<file path="src/rtl/sw_job_tracker.sv">
// sw_job_tracker: per-channel outstanding-job tracker for the Smith-Waterman
// datapath. Each channel counts accepted starts against completions. It drives
// an enable while work is pending and holds starts off once the channel is at
// its depth limit. Protocol misuse and stalled jobs raise sticky error flags,
// and those flags are ORed into a single interrupt.
//
// Handshake: start[c]/start_ready[c] behave as a valid/ready pair. A start is
// accepted on a rising edge where start[c] and start_ready[c] are both high.
// start_ready depends only on registered state and never on start in the same
// cycle. A start raised while start_ready is low is dropped and flagged rather
// than held. done[c] is a fire-and-forget completion pulse with no ready.
module sw_job_tracker #(
  parameter int NUM_CH  = 4,
  parameter int MAX_OUT = 4,
  parameter int CNT_W   = $clog2(MAX_OUT + 1),
  parameter int TO_W    = 16
) (
  input  logic                    clk,
  input  logic                    rst,
  input  logic                    clear,
  input  logic [TO_W-1:0]         timeout_cycles,
  input  logic [NUM_CH-1:0]       start,
  output logic [NUM_CH-1:0]       start_ready,
  input  logic [NUM_CH-1:0]       done,
  output logic [NUM_CH-1:0]       en,
  output logic [NUM_CH*CNT_W-1:0] pending_cnt,
  output logic                    all_idle,
  output logic [NUM_CH-1:0]       err_overflow,
  output logic [NUM_CH-1:0]       err_underflow,
  output logic [NUM_CH-1:0]       err_timeout,
  output logic                    irq
);

  localparam logic [CNT_W-1:0] MAX_CNT  = CNT_W'(MAX_OUT);
  localparam logic [CNT_W-1:0] CNT_ONE  = CNT_W'(1);
  localparam logic [TO_W-1:0]  WD_MAX   = '1;
  localparam logic [TO_W-1:0]  WD_ONE   = TO_W'(1);

  // Registered per-channel state.
  logic [CNT_W-1:0]  cnt_q [NUM_CH];
  logic [TO_W-1:0]   wd_q  [NUM_CH];
  logic [NUM_CH-1:0] ovf_q;
  logic [NUM_CH-1:0] unf_q;
  logic [NUM_CH-1:0] tmo_q;

  // Next-state values.
  logic [CNT_W-1:0]  cnt_d [NUM_CH];
  logic [TO_W-1:0]   wd_d  [NUM_CH];
  logic [NUM_CH-1:0] ovf_d;
  logic [NUM_CH-1:0] unf_d;
  logic [NUM_CH-1:0] tmo_d;

  logic [NUM_CH-1:0] acc;

  // Status outputs derived only from registers (no start -> ready path).
  always_comb begin
    start_ready = '0;
    en          = '0;
    pending_cnt = '0;
    for (int ch = 0; ch < NUM_CH; ch++) begin
      start_ready[ch]                    = (cnt_q[ch] < MAX_CNT);
      en[ch]                             = (cnt_q[ch] != '0);
      pending_cnt[ch*CNT_W +: CNT_W]     = cnt_q[ch];
    end
  end

  assign acc           = start & start_ready;
  assign all_idle      = ~|en;
  assign err_overflow  = ovf_q;
  assign err_underflow = unf_q;
  assign err_timeout   = tmo_q;
  assign irq           = |{ovf_q, unf_q, tmo_q};

  // Per-channel counter, watchdog and error-flag next state.
  always_comb begin
    ovf_d = ovf_q;
    unf_d = unf_q;
    tmo_d = tmo_q;
    for (int ch = 0; ch < NUM_CH; ch++) begin
      cnt_d[ch] = cnt_q[ch];
      wd_d[ch]  = wd_q[ch];
    end

    if (clear) begin
      // clear swallows same-cycle start/done and raises no flags.
      ovf_d = '0;
      unf_d = '0;
      tmo_d = '0;
      for (int ch = 0; ch < NUM_CH; ch++) begin
        cnt_d[ch] = '0;
        wd_d[ch]  = '0;
      end
    end else begin
      for (int ch = 0; ch < NUM_CH; ch++) begin
        // Pending count: a start and done together cancel, which also covers
        // a zero-latency job at cnt == 0.
        if (acc[ch] && !done[ch]) begin
          cnt_d[ch] = cnt_q[ch] + CNT_ONE;
        end else if (!acc[ch] && done[ch] && (cnt_q[ch] != '0)) begin
          cnt_d[ch] = cnt_q[ch] - CNT_ONE;
        end

        if (start[ch] && !start_ready[ch]) begin
          ovf_d[ch] = 1'b1;
        end
        if (done[ch] && !acc[ch] && (cnt_q[ch] == '0)) begin
          unf_d[ch] = 1'b1;
        end

        // Watchdog counts cycles without progress while work is pending.
        if ((cnt_d[ch] == '0) || acc[ch] || done[ch]) begin
          wd_d[ch] = '0;
        end else if (wd_q[ch] != WD_MAX) begin
          wd_d[ch] = wd_q[ch] + WD_ONE;
        end

        if ((timeout_cycles != '0) && (cnt_d[ch] != '0) &&
            (wd_d[ch] == timeout_cycles)) begin
          tmo_d[ch] = 1'b1;
        end
      end
    end
  end

  // State registers with asynchronous active-high reset.
  always_ff @(posedge clk or posedge rst) begin
    if (rst) begin
      ovf_q <= '0;
      unf_q <= '0;
      tmo_q <= '0;
      for (int ch = 0; ch < NUM_CH; ch++) begin
        cnt_q[ch] <= '0;
        wd_q[ch]  <= '0;
      end
    end else begin
      ovf_q <= ovf_d;
      unf_q <= unf_d;
      tmo_q <= tmo_d;
      for (int ch = 0; ch < NUM_CH; ch++) begin
        cnt_q[ch] <= cnt_d[ch];
        wd_q[ch]  <= wd_d[ch];
      end
    end
  end

endmodule

</file>
<file path="config.mk">
export PLATFORM = sky130hd
export DESIGN_NAME = sw_job_tracker
export DESIGN_NICKNAME = d
export VERILOG_FILES = /design/src/rtl/sw_job_tracker.sv
export SDC_FILE = /design/constraint.sdc
export NUM_CORES = 1
export LEC_CHECK = 0
export BUFFER_PORTS_ARGS = -buffer_cell sky130_fd_sc_hd__buf_2
export CORE_ASPECT_RATIO = 1.4
export CORE_MARGIN = 1.5
export CORE_UTILIZATION = 30
export CTS_CLUSTER_DIAMETER = 150
export CTS_CLUSTER_SIZE = 20
export DETAILED_ROUTE_END_ITERATION = 8
export HOLD_SLACK_MARGIN = 0.06
export PLACE_DENSITY_LB_ADDON = 0.25
export SETUP_SLACK_MARGIN = 0.05
export SYNTH_ARGS = -nofsm -noshare
export SYNTH_HDL_FRONTEND = slang
export SYNTH_SLANG_ARGS = --single-unit
</file>
<file path="constraint.sdc">
create_clock -name clk -period 3.95 [get_ports clk]
set_input_delay 0.5925 -clock clk [delete_from_list [all_inputs] [get_ports clk]]
set_output_delay 0.5925 -clock clk [all_outputs]
set_load 0.1 [all_outputs]
</file>
### After elaboration in Yosys (flattened, before gate mapping)

Index checks and enable logic that the tools add are counted.

| word-level totals | value |
|---|---|
| flip-flop bits (word level) | 88 |
| input bits | 27 |
| output and inout bits | 34 |
| logic and storage cells | 166 |

| cells by class | value |
|---|---|
| $add $sub $neg | 12 |
| $lt $le $gt $ge | 4 |
| equality and inequality tests | 8 |
| mux-type cells | 41 |
| bitwise gates (word level) | 1 |
| reductions and logical operators | 80 |

Operator list:

| operator | number |
|---|---|
| $mux 16 | 12 |
| $add 16x1->16 const B | 4 |
| $eq 16x16->1 | 4 |
| $mux 64 | 1 |
| $ne 16x16->1 const B | 4 |
| $mux 3 | 12 |
| $logic_and 1x1->1 | 28 |
| $logic_not 3->1 | 8 |
| $reduce_bool 2->1 | 12 |
| $reduce_bool 3->1 | 8 |
| $reduce_bool 16->1 | 1 |
| $logic_not 1->1 | 13 |
| $add 3x1->3 const B | 4 |
| $lt 3x3->1 const B | 4 |
| $mux 1 | 12 |
| $mux 12 | 1 |
| $mux 4 | 3 |
| $reduce_or 12->1 | 1 |
| $sub 3x1->3 const B | 4 |
| $logic_or 1x1->1 | 8 |
| $and 4x4->4 | 1 |
| $reduce_or 4->1 | 1 |

### Longest topological paths before layout

Gate-level depths: netlist of the first run.

| depth | value |
|---|---|
| depth after elaboration | 17 |
| gate-level depth with buffers | 11 |
| gate-level depth less buffers | 10 |

### Least setup slack after synthesis of the first run

Ideal clock, no wire load.

| path | value |
|---|---|
| path type | reg-to-output |
| start point | register cnt_q, in the netlist pending_cnt[5] |
| end point | output all_idle |
| arrival | 5.616 ns |
| required time | 3.357 ns |
| slack | -2.259 ns |
| cell stages (with the launch flop) | 5 |
| buffers on the path | 1 |
| cell sequence | dfrtp_1 buf_6 inv_1 nand2_1 nor4_1 |

| between the ends | value |
|---|---|
| word-level cells in the longest chain between the ends | 3 |

RTL lines:

| item | RTL line | text |
|---|---|---|
| start: declaration | 40 | `logic [CNT_W-1:0] cnt_q [NUM_CH];` |
| start signal: indexed assignment | 140 | `cnt_q[ch] <= cnt_d[ch];` |
| $reduce_bool 3->1 | 62 | `en[ch] = (cnt_q[ch] != '0);` |
| via en[1] | 25 | `output logic [NUM_CH-1:0] en,` |
| $reduce_or 4->1 | 68 | `assign all_idle = ~\|en;` |
| $logic_not 1->1 | 68 |  |
| end: declaration | 27 | `output logic all_idle,` |

The timed path passes the listed nets, and every way through them passes these cells.

### Worst setup path in the final report of the first run

| path | value |
|---|---|
| start point | register wd_q[32] (netlist name) |
| end point | register tmo_q[1], in the netlist err_timeout[1] |

| between the ends | value |
|---|---|
| word-level cells in the longest chain between the ends | 7 |
| elaborated cells between the ends (all ways) | 8 |
| those cells by class | add/sub: 1; eq/ne: 2; mux: 3; reduce/logical: 2 |

RTL lines:

| item | RTL line | text |
|---|---|---|
| start: declaration | 41 | `logic [TO_W-1:0] wd_q [NUM_CH];` |
| start signal: indexed assignment | 141 | `wd_q[ch] <= wd_d[ch];` |
| $add 16x1->16 or $ne 16x16->1 (tied branches) | 114, 113 |  |
| $mux 16 * | 113 | `end else if (wd_q[ch] != WD_MAX) begin` |
| $mux 16 * | 111 | `if ((cnt_d[ch] == '0) \|\| acc[ch] \|\| done[ch]) begin` |
| $mux 16 * | 84 | `if (clear) begin` |
| $eq 16x16->1 * | 118 | `(wd_d[ch] == timeout_cycles)) begin` |
| $logic_and 1x1->1 * | 117 | `if ((timeout_cycles != '0) && (cnt_d[ch] != '0) &&` |
| $reduce_bool 2->1 (no line) * | n/a |  |
| end signal: assignment | 138 | `tmo_q <= tmo_d;` |
| end: declaration | 44 | `logic [NUM_CH-1:0] tmo_q;` |

Every way passes the cells marked *; elsewhere a longest branch is shown, timed or not. The select of a mux whose other input is x is not followed.
A chain may end at the register's enable or synchronous reset.

==> impl_results.md, run 1 <==
- Cell count after synthesis: 786
- Clock skew: 0.00583 ns
- Cell Pwr Density: 358 mW/mm²
- Post-synth top area share: 33.5%
- P_leak: 2.93 nW
- Post-synthesis cell type count: 88
- Max-cap violations: 0
- Antenna viol nets, final: 0
- Setup crit end kind: register
- Final slew viol count: 0
- Final nets: 869
- RSZ-0062 raised after global routing: no
- # DRC: 0
- Setup ws final: 0.690 ns
- Crit-path max cell delay: 0.45 ns
- Total core area: 0.0214 mm²
- Worst path slowest cell: dfrtp_1
- Util after Layout: 34.7%
- Longest Clk Path Bufs: 2
- Post-Syn Nets: 829
- Final setup fails: 0
- Starting DRC count in detailed routing: 493
- Drt pass-1 iters: 5
- Flops & latches, synth: 88
- Row count: 63
- Most common library cells after synthesis: nor2_1 (112), dfrtp_1 (88), nand2_1 (47), inv_1 (40), nand3_1 (34)
- Setup bufs post-CTS: 0
- Critical Path AT: 3.51 ns
- Clock-pin slew on the worst setup and hold paths: 0.06 ns
- Max rail drop VDD: 0.000196 V
- Largest delay contributor family on the critical path: simple AND/OR/NAND/NOR gates
- CTS tree: done
- Worst path most repeated cell: nand4_1
- Tot Pwr: 2.65 mW
- Fraction of layout cells with a size suffix above 1: 13.6%
- Seq/Total Area, Yosys: 33.5%
- Vias post-DR: 6269
- Reg area: 0.00220 mm²
- Post-synth EDFFs: 0
- Port bufs: 60
- Fmax: 307 MHz
- Die area: 0.0228 mm²
- H-tree levels: 3
- Routed len/inst: 18.2 µm
- # fillers: 2224
- Mapped Avg Cell Area: 8.35 µm²
- Post-synth ARST share: 100%
- Max Fanout on Critical Path: 9
- HPWL after DPL: 15.1 mm
- DP Worst Slack: 0.762 ns
- First-pass GRT wire length: 32.8 mm
- Die Y: 178 µm
- Clock Sinks: 88
- Cts-stage hold buffer count: 0
- Antenna violations before repair: 1
- Gr ovfl total: 0
- Tcrit/Tclk final: 82.5%
- Avg Vias per Cell: 5.59
- Post-CTS Resized: 0
- Worst Path Class, Setup: reg2reg
- Cell Chain, Critical Path: ha_1 > nand4_1 > nor3_2 > nand2_1 > xnor2_1 > a2111oi_1 > nand4_1 > or3_1 > o31ai_1
- Vias in the first global route: 6007
- Area taken by multi-input logic gates: 0.00406 mm²
- Cell taking the most area after synthesis: dfrtp_1
- Ys flop type: dfrtp_1
- All-Layer GR Usage: 18.5%
- Nature of the critical path startpoint: register
- Mapped cell area: 0.00657 mm²
- Routability cong.: 0.876
- Final hold vios: 0
- Yosys warning total: 0
- Largest net degree at the start of global routing: 77
- Root buf cell: clkbuf_16
- Slew margin rel.: 32.5%
- Worst setup path start: wd_q[32]
- CTS Buf Count: 9
- Worst Hold Class: in2async
- WP buf/inv: 0
- Io pins: 61
- DRT Wirelength: 20.4 mm
- Clock Latency Late Sink: 0.35 ns
- Data required time at the worst endpoint: 4.20 ns
- Hold_ws: 0.460 ns
- Outcome: completed
- Worst slew pin tran: 1.01 ns
- Worst r2r src: wd_q[32]
- DIE WIDTH: 128 µm
- Most instantiated library cell after synthesis: nor2_1
- Final TNS setup: 0 ns
- Synthesis-to-finish area growth: 12.9%
- Minimum clock period: 3.26 ns
- Starting density of the core: 30.7%
- Synth area leaders: dfrtp_1 (34%), nor2_1 (6.4%), xnor2_1 (3.9%), ha_1 (3.0%), mux2i_1 (3.0%)
stage by stage:
stage	std cells	cell area, µm²
2_1_floorplan	786	6600
5_1_grt	1121	7410
3_5_place_dp	1107	7130
6_report	1122	7410
3_3_place_gp	1107	7130
4_1_cts	1121	7410
path summary, 6_finish.rpt:
kind | to | slack (ns) | cells past startpoint
max | err_timeout[1] | 0.69 | 9
min | wd_q[38] | 0.46 | 2
max reg2reg | err_timeout[1] | 0.69 | 9
min reg2reg | err_underflow[3] | 0.52 | 2
max in group asynchronous | err_underflow[3] | 2.66 | 3
min in group clk | err_underflow[3] | 0.52 | 2
per-layer routing:
layer  vias up  share of wire (%)  track usage [%]
met5         -                  0                0
met4         0                2.3             6.37
met3        33                4.3             2.97
met2       176                 48             30.9
met1      3067                 46             24.1
li1       2993                  -                -
power by group:
part	switching (mW)	total, mW	internal (mW)
Sequential	0.0390	0.966	0.927
Clock	0.359	0.840	0.481
Combinational	0.650	0.844	0.194
cell families (layout without fill, tap and decap cells):
| family | count (synthesis) | in the layout | share of synthesized area, % |
|---|---|---|---|
| multiplexers | 22 | 22 | 3.39 |
| buffers and inverters | 77 | 120 | 5.01 |
| AO/OA/AOI/OAI | 192 | 192 | 21.1 |
| other | 0 | 1 | 0 |
| flip-flops | 88 | 88 | 33.5 |
| AND/OR/NAND/NOR | 349 | 349 | 28.0 |
| adder cells (fa/ha/maj) | 18 | 18 | 3.35 |
| XOR/XNOR | 40 | 40 | 5.55 |
state kept, by name, indices dropped and copies added, names as in the netlist:
name           cells
err_underflow      4
wd_q              64
err_overflow       4
err_timeout        4
pending_cnt       12
placed cells by master, fill, tap and decap left out, types with 5 or more instances in the layout:
cell / instances
a211oi_1: 6
a21boi_0: 7
a21o_1: 6
a21oi_1: 31
a31oi_1: 10
and2_1: 10
and3_1: 11
and4_1: 5
buf_2: 60
buf_4: 6
clkbuf_16: 9
dfrtp_1: 88
ha_1: 16
inv_1: 36
mux2i_1: 20
nand2_1: 44
nand2b_1: 9
nand3_1: 34
nand4_1: 22
nor2_1: 112
nor2b_1: 6
nor3_1: 30
nor3b_1: 5
nor4_1: 19
o21ai_0: 33
o22a_1: 5
o22ai_1: 5
o31ai_1: 11
o32ai_1: 6
or3_1: 8
xnor2_1: 29
xor2_1: 10
final cells by class:
cell class,instances,area share [%]
multi-input cells,621,54.7
clock buffers,10,3.09
inverters,40,2.21
flip-flops and latches,88,29.7
well taps,292,4.93
clock inverters,4,0.641
diodes,1,0.0338
repair buffers,66,4.66
worst reg2reg max path, stage by stage (launching register included):
cell	delay (ns)
dfrtp_1	0.45
ha_1	0.25
nand4_1	0.31
nor3_2	0.43
nand2_1	0.34
xnor2_1	0.25
a2111oi_1	0.42
nand4_1	0.13
or3_1	0.37
o31ai_1	0.23
No activity file was read; power rests on OpenSTA's default activity.
==> run 2: changes to the inputs <==
- clock period: 3.95 -> 3.3 ns (I/O delays scaled with it)
==> impl_results.md, run 2 (synthesis gave the netlist of run 1 again) <==
- Nature of the critical path startpoint: register (unchanged)
- RSZ-0062 raised after global routing: no (unchanged)
- Design area: 0.00765 mm² (was 0.00741 mm²)
- # DRC: 0 (unchanged)
- Worst setup path start: wd_q[49] (was wd_q[32])
- Outcome: completed (unchanged)
- Reg power frac: 35.1% (was 36.5%)
- Post-DP Area: 0.00734 mm² (was 0.00713 mm²)
- HPWL after DPL: 16.1 mm (was 15.1 mm)
- Worst Hold Class: in2async (unchanged)
- Die area: 0.0228 mm² (unchanged)
- Crit-path max cell delay: 0.51 ns (was 0.45 ns)
- Setup crit end kind: register (unchanged)
- Die Y: 178 µm (unchanged)
- Fmax: 342 MHz (was 307 MHz)
- Worst path slowest cell: or4bb_1 (was dfrtp_1)
- CTS Buf Count: 9 (unchanged)
- Fraction of layout cells with a size suffix above 1: 17.8% (was 13.6%)
- Clock Sinks: 88 (unchanged)
- Longest Clk Path Bufs: 2 (unchanged)
- Clock Latency Late Sink: 0.36 ns (was 0.35 ns)
- Synthesis-to-finish area growth: 16.5% (was 12.9%)
- Data required time at the worst endpoint: 3.57 ns (was 4.20 ns)
- Slew margin rel.: 47.5% (was 32.5%)
- Gr ovfl total: 0 (unchanged)
- Worst Path Class, Setup: reg2reg (unchanged)
- Max-cap violations: 0 (unchanged)
- Max Fanout on Critical Path: 5 (was 9)
- Final TNS setup: 0 ns (unchanged)
- Tcrit/Tclk final: 88.5% (was 82.5%)
- Largest net degree at the start of global routing: 53 (was 77)
- Root buf cell: clkbuf_16 (unchanged)
- All-Layer GR Usage: 19.2% (was 18.5%)
- Port bufs: 60 (unchanged)
- Final slew viol count: 0 (unchanged)
- Clock skew: 0.00839 ns (was 0.00583 ns)
- Final nets: 892 (was 869)
- Tot Pwr: 3.30 mW (was 2.65 mW)
- CTS tree: done (unchanged)
- Antenna violations before repair: 2 (was 1)
- Worst r2r src: wd_q[49] (was wd_q[32])
- Routed len/inst: 18.6 µm (was 18.2 µm)
- Io pins: 61 (unchanged)
- DP Worst Slack: 0.368 ns (was 0.762 ns)
- Commonest non-fill, non-tap cell in the layout: nor2_1 (unchanged)
- Antenna viol nets, final: 0 (unchanged)
- DRT Wirelength: 21.3 mm (was 20.4 mm)
- H-tree levels: 3 (unchanged)
- Antenna cell count: 0 (was 1)
- Final hold vios: 0 (unchanged)
- Most frequent cells in the layout: nor2_1 (112), dfrtp_1 (79), buf_2 (60) (was nor2_1 (112), dfrtp_1 (88), buf_2 (60))
- DIE WIDTH: 128 µm (unchanged)
- Vias post-DR: 6306 (was 6269)
- Row count: 63 (unchanged)
- Pint: 1.96 mW (was 1.60 mW)
- Setup ws final: 0.379 ns (was 0.690 ns)
- Vias in the first global route: 6158 (was 6007)
- Routability cong.: 0.889 (was 0.876)
- Clk pwr share: 33.2% (was 31.7%)
- Hold_ws: 0.210 ns (was 0.460 ns)
- Reg2reg path depth: 9 (unchanged)
- Total core area: 0.0214 mm² (unchanged)
- Worst slew pin tran: 0.780 ns (was 1.01 ns)
- Cell Pwr Density: 432 mW/mm² (was 358 mW/mm²)
- Switching power total: 1.34 mW (was 1.05 mW)
- Starting DRC count in detailed routing: 458 (was 493)
- P_leak: 3.03 nW (was 2.93 nW)
- Logic pwr share: 31.7% (was 31.8%)
- Max reg flops: 64 (unchanged)
- # fillers: 2220 (was 2224)
- Top reg by flops: wd_q (unchanged)
- Sw frac: 40.6% (was 39.5%)
- Avg Vias per Cell: 5.50 (was 5.59)
- Max rail drop VDD: 0.000258 V (was 0.000196 V)
- Critical Path AT: 3.19 ns (was 3.51 ns)
- Minimum clock period: 2.92 ns (was 3.26 ns)
- Drt pass-1 iters: 5 (unchanged)
- Clock-pin slew on the worst setup and hold paths: 0.07 ns (was 0.06 ns)
- Cell Chain, Critical Path: ha_1 > nand4_1 > nor4_4 > nor3_1 > xnor2_1 > or4bb_1 > a21oi_1 > o22ai_1 > o32ai_1 (was ha_1 > nand4_1 > nor3_2 > nand2_1 > xnor2_1 > a2111oi_1 > nand4_1 > or3_1 > o31ai_1)
- Final setup fails: 0 (unchanged)
- R2R setup slack: 0.38 ns (was 0.69 ns)
- First-pass GRT wire length: 33.7 mm (was 32.8 mm)
- Starting density of the core: 30.7% (unchanged)
- Crit path capture: err_timeout[0] (was err_timeout[1])
- Setup bufs post-CTS: 0 (unchanged)
- Reg-to-reg endpoint: err_timeout[0] (was err_timeout[1])
-- run 2: how the worst min path moves through the flow --
stage                         start              end  slack (ns)  cells past startpoint
finish                          rst  err_overflow[0]        0.21                      2
detailed placement  err_overflow[0]  err_overflow[0]        0.52                      2
global placement    err_overflow[0]  err_overflow[0]        0.51                      2
global route                    rst  err_overflow[1]        0.27                      2
floorplan                   wd_q[9]          wd_q[9]        0.53                      2
CTS                             rst  err_overflow[1]        0.24                      2
-- run 2: power groups by stage --
stage          registers, mW  logic (mW)  clock network, mW
4_1_cts                 1.16        1.05               1.12
3_3_place_gp            1.18        1.05                  0
5_1_grt                 1.16        1.12               1.15
3_5_place_dp            1.18        1.05                  0
6_report                1.16        1.05               1.10
2_1_floorplan           1.36       0.629                  0
-- run 2: per-layer routing --
| layer | part of all wire, % | up-vias | global-route usage [%] |
|---|---|---|---|
| met1 | 42 | 3077 | 23.0 |
| li1 | - | 3041 | - |
| met3 | 4.4 | 41 | 3.00 |
| met2 | 50 | 143 | 33.6 |
| met5 | 0.12 | - | 0 |
| met4 | 3.9 | 4 | 8.94 |
-- run 2: per-stage QoR --
| stage | utilization [%] | instances |
|---|---|---|
| global placement | 34.4 | 1130 |
| finish | 35.8 | 1146 |
| detailed placement | 34.4 | 1130 |
| CTS | 35.8 | 1146 |
| floorplan | - | 786 |
| global route | 35.8 | 1146 |
-- run 2: timing repair --
action | 4_1_cts | 5_1_grt
hold buffers | 0 | 0
gates resized for setup | 0 | 2
endpoints found under the setup margin | 0 | 1
-- run 2: worst max-delay path: cells and delay by family, from the launching register on --
family,cells,cell delay (ns)
simple gates,4,1.31
compound gates,3,0.55
flops,1,0.42
xor+xnor,1,0.30
fa+ha+maj,1,0.25
-- run 2: area by class of cell --
type | count | area, µm² | share of cell area [%]
clock buffers | 9 | 225 | 2.94
well taps | 292 | 365 | 4.78
multi-input cells | 621 | 4070 | 53.2
flip-flops and latches | 88 | 2210 | 28.9
repair buffers | 89 | 531 | 6.93
clock inverters | 7 | 78.8 | 1.03
inverters | 40 | 166 | 2.18
==> run 3: changes to the inputs <==
- BUFFER_PORTS_ARGS: -buffer_cell sky130_fd_sc_hd__buf_2 -> -buffer_cell sky130_fd_sc_hd__clkbuf_2
==> impl_results.md, run 3 (synthesis gave the netlist of run 1 again) <==
- Outcome: completed (unchanged)
- Gr ovfl total: 0 (unchanged)
- DP Worst Slack: 0.343 ns (was 0.368 ns)
- Synthesis-to-finish area growth: 16.9% (was 16.5%)
- Crit-path max cell delay: 0.39 ns (was 0.51 ns)
- CTS Buf Count: 9 (unchanged)
- All-Layer GR Usage: 19.0% (was 19.2%)
- Avg Vias per Cell: 5.52 (was 5.50)
- Starting density of the core: 30.7% (unchanged)
- Largest delay contributor family on the critical path: compound AO/OA/AOI/OAI gates (was simple AND/OR/NAND/NOR gates)
- # fillers: 2213 (was 2220)
- Nature of the critical path startpoint: register (unchanged)
- Routed len/inst: 18.5 µm (was 18.6 µm)
- WP buf/inv: 2 (was 0)
- Final nets: 894 (was 892)
- Largest net degree at the start of global routing: 50 (was 53)
- Clock Latency Late Sink: 0.36 ns (about the same)
- Final hold vios: 0 (unchanged)
- Port bufs: 60 (unchanged)
- Io pins: 61 (unchanged)
- Max rail drop VDD: 0.000294 V (was 0.000258 V)
- Starting DRC count in detailed routing: 452 (was 458)
- Longest Clk Path Bufs: 2 (unchanged)
- Setup crit end kind: register (unchanged)
- # DRC: 0 (unchanged)
- Row count: 63 (unchanged)
- Clock-pin slew on the worst setup and hold paths: 0.07 ns (about the same)
- First-pass GRT wire length: 33.7 mm (about the same)
- Critical Path AT: 3.16 ns (was 3.19 ns)
- Vias post-DR: 6340 (was 6306)
- Max-cap violations: 0 (unchanged)
- Die Y: 178 µm (unchanged)
- Setup ws final: 0.399 ns (was 0.379 ns)
- Fraction of layout cells with a size suffix above 1: 17.8% (about the same)
- H-tree levels: 3 (unchanged)
- Clock Sinks: 88 (unchanged)
- Tcrit/Tclk final: 87.9% (was 88.5%)
- Routability cong.: 0.881 (was 0.889)
- Fmax: 345 MHz (was 342 MHz)
- Final TNS setup: 0 ns (unchanged)
- Die area: 0.0228 mm² (unchanged)
- Total core area: 0.0214 mm² (unchanged)
- Max Fanout on Critical Path: 5 (unchanged)
- Data required time at the worst endpoint: 3.56 ns (was 3.57 ns)
- Cell Chain, Critical Path: inv_1 > ha_1 > or2_2 > nor3_1 > a221oi_1 > buf_4 > a311o_1 > a221oi_1 > nand4_1 > a2111o_1 > o32ai_1 (was ha_1 > nand4_1 > nor4_4 > nor3_1 > xnor2_1 > or4bb_1 > a21oi_1 > o22ai_1 > o32ai_1)
- HPWL after DPL: 16.1 mm (about the same)
- Root buf cell: clkbuf_16 (unchanged)
- RSZ-0062 raised after global routing: no (unchanged)
- Antenna violations before repair: 0 (was 2)
- Cell Pwr Density: 436 mW/mm² (was 432 mW/mm²)
- Max reg flops: 64 (unchanged)
- Antenna cell count: 0 (unchanged)
- Reg area: 0.00221 mm² (unchanged)
- Util after Layout: 35.9% (was 35.8%)
- Minimum clock period: 2.90 ns (was 2.92 ns)
- P_leak: 3.05 nW (was 3.03 nW)
- Antenna viol nets, final: 0 (unchanged)
- Setup bufs post-CTS: 0 (unchanged)
- Slew margin rel.: 48.5% (was 47.5%)
- Worst slew pin tran: 0.772 ns (was 0.780 ns)
- CTS tree: done (unchanged)
- Worst Hold Class: in2async (unchanged)
- DIE WIDTH: 128 µm (unchanged)
- Clock skew: 0.0111 ns (was 0.00839 ns)
- Worst path most repeated cell: a221oi_1
- Final slew viol count: 0 (unchanged)
- Most frequent cells in the layout: nor2_1 (112), dfrtp_1 (79), clkbuf_2 (60) (was nor2_1 (112), dfrtp_1 (79), buf_2 (60))
- Area taken by multi-input logic gates: 0.00407 mm² (about the same)
- Top reg by flops: wd_q (unchanged)
- DRT Wirelength: 21.2 mm (was 21.3 mm)
- Worst path slowest cell: dfrtp_2 (was or4bb_1)
- Drt pass-1 iters: 5 (unchanged)
- Worst Path Class, Setup: reg2reg (unchanged)
- Final setup fails: 0 (unchanged)
- Vias in the first global route: 6278 (was 6158)
- Commonest non-fill, non-tap cell in the layout: nor2_1 (unchanged)
==> run 3: repair_timing <==
action	4_1_cts	5_1_grt
resized for setup	0	1
hold buffers	0	0
hold endpoints to repair	0	0
endpoints found under the setup margin	0	1
==> run 3: worst reg2reg max path, cell delays in order (launching register included) <==
cell	delay, ns
dfrtp_2	0.39
inv_1	0.08
ha_1	0.24
or2_2	0.32
nor3_1	0.17
a221oi_1	0.12
buf_4	0.18
a311o_1	0.30
a221oi_1	0.21
nand4_1	0.13
a2111o_1	0.36
o32ai_1	0.28
==> run 3: where the power goes <==
part / switching, mW / leakage [nW] / total [mW] / internal (mW)
combinational: 0.800 / 1.69 / 1.05 / 0.248
sequential: 0.0481 / 1.21 / 1.16 / 1.11
clock: 0.473 / 0.157 / 1.14 / 0.669
==> run 3: path summary, 6_finish.rpt <==
| path | start | end | slack, ns | cells past startpoint |
|---|---|---|---|---|
| worst max-delay path | pending_cnt[10] | err_timeout[3] | 0.40 | 11 |
| worst max register to register | pending_cnt[10] | err_timeout[3] | 0.40 | 11 |
| min in group clk | start[0] | err_overflow[0] | 0.47 | 3 |
| worst min register to register | err_overflow[0] | err_overflow[0] | 0.53 | 2 |
| max in group asynchronous | rst | pending_cnt[7] | 2.33 | 3 |
| worst min-delay path | rst | err_overflow[3] | 0.22 | 2 |
==> run 3: stage by stage <==
stage                     area, µm²  hold slack, ns  power (mW)  cells
after floorplan                6630           0.535        1.99    786
after global placement         7350           0.513        2.23   1132
after detailed placement       7350           0.520        2.23   1132
after CTS                      7670           0.259        3.38   1148
after global routing           7680           0.281        3.48   1148
final                          7680           0.223        3.35   1148
==> run 3: per-layer routing <==
| metal | part of all wire, % | GRT usage, % | routed length [µm] | up-vias |
|---|---|---|---|---|
| met2 | 49 | 32.6 | 10400 | 167 |
| met1 | 44 | 23.8 | 9310 | 3084 |
| met4 | 3.6 | 8.38 | 770 | 0 |
| met5 | 0 | 0 | 0 | - |
| li1 | - | - | - | 3047 |
| met3 | 3.8 | 2.22 | 808 | 42 |
==> run 3: layout make-up <==
type	instances	share of cell area (%)
clock buffers	10	2.98
clock inverters	6	1.19
inverters	40	2.17
multi-input cells	621	53.0
flip-flops and latches	88	28.8
well taps	292	4.76
repair buffers	91	7.11
